<file path="src/rtl/pipe_stage_elastic.sv">
// pipe_stage_elastic: DEPTH-stage valid/ready pipeline register with bubble collapse, flush and zeroed ctrl on empty stages
module pipe_stage_elastic #(
  parameter int CTRL_W = 2,
  parameter int DATA_W = 69,
  parameter int DEPTH = 1,
  localparam int CNT_W = $clog2(DEPTH + 1)
) (
  input  logic              clk,
  input  logic              rst,
  input  logic              in_valid,
  output logic              in_ready,
  input  logic [CTRL_W-1:0] in_ctrl,
  input  logic [DATA_W-1:0] in_data,
  output logic              out_valid,
  input  logic              out_ready,
  output logic [CTRL_W-1:0] out_ctrl,
  output logic [DATA_W-1:0] out_data,
  input  logic              flush,
  output logic [CNT_W-1:0]  occupancy
);
  logic [DEPTH-1:0] v_q, v_d, rdy, sv;
  logic [CTRL_W-1:0] c_q [DEPTH];
  logic [CTRL_W-1:0] c_d [DEPTH];
  logic [CTRL_W-1:0] sc [DEPTH];
  logic [DATA_W-1:0] d_q [DEPTH];
  logic [DATA_W-1:0] d_d [DEPTH];
  logic [DATA_W-1:0] sd [DEPTH];
  logic [CNT_W-1:0] occ_q, occ_d;
  logic r;
  always_comb begin
    r = out_ready;
    rdy = '0;
    for (int i = DEPTH - 1; i >= 0; i--) begin
      r = r | ~v_q[i];
      rdy[i] = r;
    end
  end
  always_comb begin
    sv[0] = in_valid;
    sc[0] = in_ctrl;
    sd[0] = in_data;
    for (int i = 1; i < DEPTH; i++) begin
      sv[i] = v_q[i-1];
      sc[i] = c_q[i-1];
      sd[i] = d_q[i-1];
    end
  end
  always_comb begin
    for (int i = 0; i < DEPTH; i++) begin
      v_d[i] = flush ? 1'b0 : rdy[i] ? sv[i] : v_q[i];
      c_d[i] = flush ? '0 : rdy[i] ? (sv[i] ? sc[i] : '0) : c_q[i];
      d_d[i] = (rdy[i] && sv[i] && !flush) ? sd[i] : d_q[i];
    end
    occ_d = CNT_W'($countones(v_d));
  end
  always_ff @(posedge clk or negedge rst) begin
    if (!rst) begin
      v_q <= '0;
      occ_q <= '0;
      for (int i = 0; i < DEPTH; i++) begin
        c_q[i] <= '0;
        d_q[i] <= '0;
      end
    end else begin
      v_q <= v_d;
      c_q <= c_d;
      d_q <= d_d;
      occ_q <= occ_d;
    end
  end
  assign in_ready = rdy[0] & ~flush;
  assign out_valid = v_q[DEPTH-1] & ~flush;
  assign out_ctrl = out_valid ? c_q[DEPTH-1] : '0;
  assign out_data = d_q[DEPTH-1];
  assign occupancy = occ_q;
endmodule
</file>
<file path="config.mk">
export PLATFORM = sky130hd
export DESIGN_NAME = pipe_stage_elastic
export DESIGN_NICKNAME = d
export VERILOG_FILES = /design/src/rtl/pipe_stage_elastic.sv
export SDC_FILE = /design/constraint.sdc
export NUM_CORES = 1
export LEC_CHECK = 0
export CAP_MARGIN = 20
export CORE_MARGIN = 1
export CORE_UTILIZATION = 35
export CTS_BUF_LIST = sky130_fd_sc_hd__clkbuf_16
export DETAILED_ROUTE_END_ITERATION = 10
export PLACE_DENSITY = 0.86
export SYNTH_ARGS = -nofsm -noshare
export SYNTH_HDL_FRONTEND = slang
export SYNTH_SLANG_ARGS = --single-unit
export TNS_END_PERCENT = 30
</file>
<file path="constraint.sdc">
create_clock -name clk -period 1.41 [get_ports clk]
set_input_delay 0.423 -clock clk [delete_from_list [all_inputs] [get_ports clk]]
set_output_delay 0.423 -clock clk [all_outputs]
set_load 0.01 [all_outputs]
</file>
==> results of run 1 <==
## flip-flops by register name (all words and copies together) (netlist names)
register and cells:
out_data 69, c_q 2, occupancy 1
## worst max-delay path, cell delays in order (launching register included)
cell	delay [ns]
dfrtp_1	0.41
nor2b_4	0.15
buf_6	0.11
and2_4	0.15
buf_6	0.11
## report_power, final
group | switching (mW) | leakage (nW) | total, mW | internal, mW
Clock | 0.819 | 0.136 | 2.17 | 1.35
Sequential | 0.192 | 0.851 | 2.60 | 2.41
Combinational | 0.600 | 1.37 | 1.73 | 1.13
## worst max path at each step
stage	from	end	slack (ns)	cells after the start
after floorplan	occupancy$_DFFE_PN0P_	out_data[46]$_DFFE_PN0P_	-0.13	5
final	occupancy$_DFFE_PN0P_	out_ctrl[1]	-0.27	4
after detailed placement	flush	out_ctrl[0]	-0.78	4
after CTS	occupancy$_DFFE_PN0P_	out_ctrl[1]	-0.27	4
after global routing	occupancy$_DFFE_PN0P_	out_data[47]$_DFFE_PN0P_	-0.32	5
after global placement	flush	out_ctrl[1]	-0.72	4
## cells in the final DEF (no fill, tap or decap), drive strengths merged
master / instances
a21oi: 2
and2: 2
buf: 30
bufinv: 1
clkbuf: 19
clkdlybuf4s15: 60
clkdlybuf4s50: 71
clkinv: 4
clkinvlp: 2
dfrtp: 72
dlygate4sd2: 3
mux2: 69
nand2: 2
nand2b: 1
nand3: 2
nor2: 3
nor2b: 2
nor3b: 1
## stage by stage
step	utilization	hold slack [ns]	setup TNS, ns	cell area, sq um	std cells
3_3_place_gp	0.595	0.468	-47.30	4380	412
3_5_place_dp	0.595	0.474	-49.75	4380	412
6_report	0.705	0.116	-13.76	5190	445
5_1_grt	0.705	0.151	-18.04	5190	445
2_1_floorplan	-	0.127	-6.65	2720	163
4_1_cts	0.686	0.139	-13.62	5060	443
## timing repair
item,in CTS,in global routing
hold buffers,0,0
pin swaps,1,0
cloned,7,2
buffers inserted,8,1
resized for setup,186,69
endpoints found under the setup margin,143,114
endpoints found under the hold margin,0,0
## final cells by class
| type | count | area, sq um |
|---|---|---|
| fill | 494 | 2170 |
| timing repair buffer | 174 | 1860 |
| sequential | 72 | 1800 |
| multi-input combinational | 84 | 1120 |
| clock buffer | 9 | 225 |
| tap | 99 | 124 |
| clock inverter | 7 | 62.6 |
## metal layers
layer  global-route usage  vias up  share of wire
li1                     -      930              -
met1                0.236     1044           0.44
met2                0.289      101           0.48
met3               0.0778        6          0.072
met4               0.0538        0         0.0086
met5                    0        -              0
## kinds of logic (layout without fill, tap and decap cells)
family / Yosys count / in the layout / synth area share
AND/OR/NAND/NOR: 13 / 13 / 0.0318
AO/OA/AOI/OAI: 2 / 2 / 0.00368
flip-flops: 72 / 72 / 0.663
multiplexers: 69 / 69 / 0.286
buffers and inverters: 7 / 190 / 0.0161
==> flow_metrics.py, run 1 <==
metrics = {
    "run_status": {
        "outcome": "finished with violations",
        "violations": "negative setup slack",
    },
    "clock_tree": {
        "clkLatencyLatePin_ns": 0.32,
        "clockBufferDepth": 2,
        "root_buffer": "clkbuf_16",
        "path_clk_slew_ns": 0.06,
        "htree_num_levels": 3,
        "numCtsBuffers": 9,
        "cts_tree": "yes",
        "clock_sinks": 72,
    },
    "finish": {
        "nets": 417,
        "syn_to_final_growth_pct": 91.1,
        "drive_gt1_frac": 0.361,
        "n_antenna_cell": 0,
    },
    "worst_setup_path": {
        "r2r-end": "out_data[53]$_DFFE_PN0P_",
        "crit_fanout": 3,
        "critPathLaunchType": "flip-flop",
        "r2r_setup_slack_ns": -0.25,
        "timing.rr.start": "occupancy$_DFFE_PN0P_",
        "path_class": "flip-flop to output port",
        "crit_arrival_ns": 1.26,
        "r2r_cells": 5,
        "end_kind": "output port",
        "cp.required_ns": 0.99,
    },
    "placed_design": {
        "dp_hpwl_microns": 4440,
        "gp_congestion": 0.701,
        "dpl_worst_slack_ns": -0.784,
        "io_buffers": 149,
    },
    "logic_synthesis": {
        "synthTopCellsByArea": "dfrtp_1 (66%), mux2_2 (24%), mux2_1 (4.1%), buf_2 (0.92%), nor3b_4 (0.69%)",
        "synth_warnings": 0,
        "synth_edf_count": 0,
        "yosys.cell_count.top_type": "dfrtp_1",
        "synth_common_cells": "dfrtp_1 (72), mux2_2 (59), mux2_1 (10)",
        "syn_avg_cell_area_sq_um": 16.7,
        "synth_ff_type": "dfrtp_1",
        "syn_inst": 163,
        "ys_ff_latch": 72,
        "synth_top_area_cell": "dfrtp_1",
        "synth_top_area_frac": 0.663,
        "synth.distinct_cells": 15,
        "ys_seq_area_frac": 0.663,
        "syn-num-nets": 239,
        "async_flop_share": 1.00,
        "netlist_area_sq_um": 2720,
    },
    "global_routing": {
        "grt_remaining_overflow": 0,
        "grt_util_all_layers": 0.186,
        "grt_pass1_wl_microns": 11700,
        "grt_pass1_vias": 2286,
        "grt_max_degree": 73,
        "antenna_found_initial": 0,
    },
    "pwr": {
        "power_leakage_nw": 2.36,
        "powerDensity_nw_per_um2": 1250,
        "finalPower_mw": 6.50,
        "peakVddDrop_mv": 0.723,
    },
    "drt": {
        "ant_nets": 0,
        "drtIter0Drc": 43,
        "vias_per_cell": 4.68,
        "drt_wl_total_microns": 7580,
        "drc": 0,
        "wl_per_cell_microns": 17.0,
        "vias": 2081,
        "drt_pass1_iterations": 4,
    },
    "floorplan": {
        "die_w_microns": 90.1,
        "fp.dieArea_sq_um": 8120,
        "start_util": 0.369,
        "rows": 31,
        "io-pin-count": 150,
        "core_area_sq_um": 7370,
        "fp.dieH_microns": 90.1,
    },
    "sta": {
        "fmax_mhz": 595,
        "fin_ws_ns": -0.270,
        "worst_pin_slew_ns": 0.386,
        "fin_skew_ns": 0.00606,
        "rsz0062_at_grt": "yes",
        "timing.final.hold_violations": 0,
        "fin_crit_sh": 1.19,
        "drv_slew": 0,
        "setup_viol": 74,
        "maxSlewHeadroom": 0.742,
        "layout_min_cycle_time_ns": 1.68,
    },
    "min_path": {
        "hold_path_class": "primary input to asynchronous set/reset pin",
    },
    "flow_run": {
        "maxCapViolCount": 0,
    },
}
No activity file was read; power rests on OpenSTA's default activity.
==> run 2, diff against run 1 <==
SLEW_MARGIN = 20   (was default)
==> results of run 2 <==
The final DEF is identical to that of run 1; final timing and power are the same.
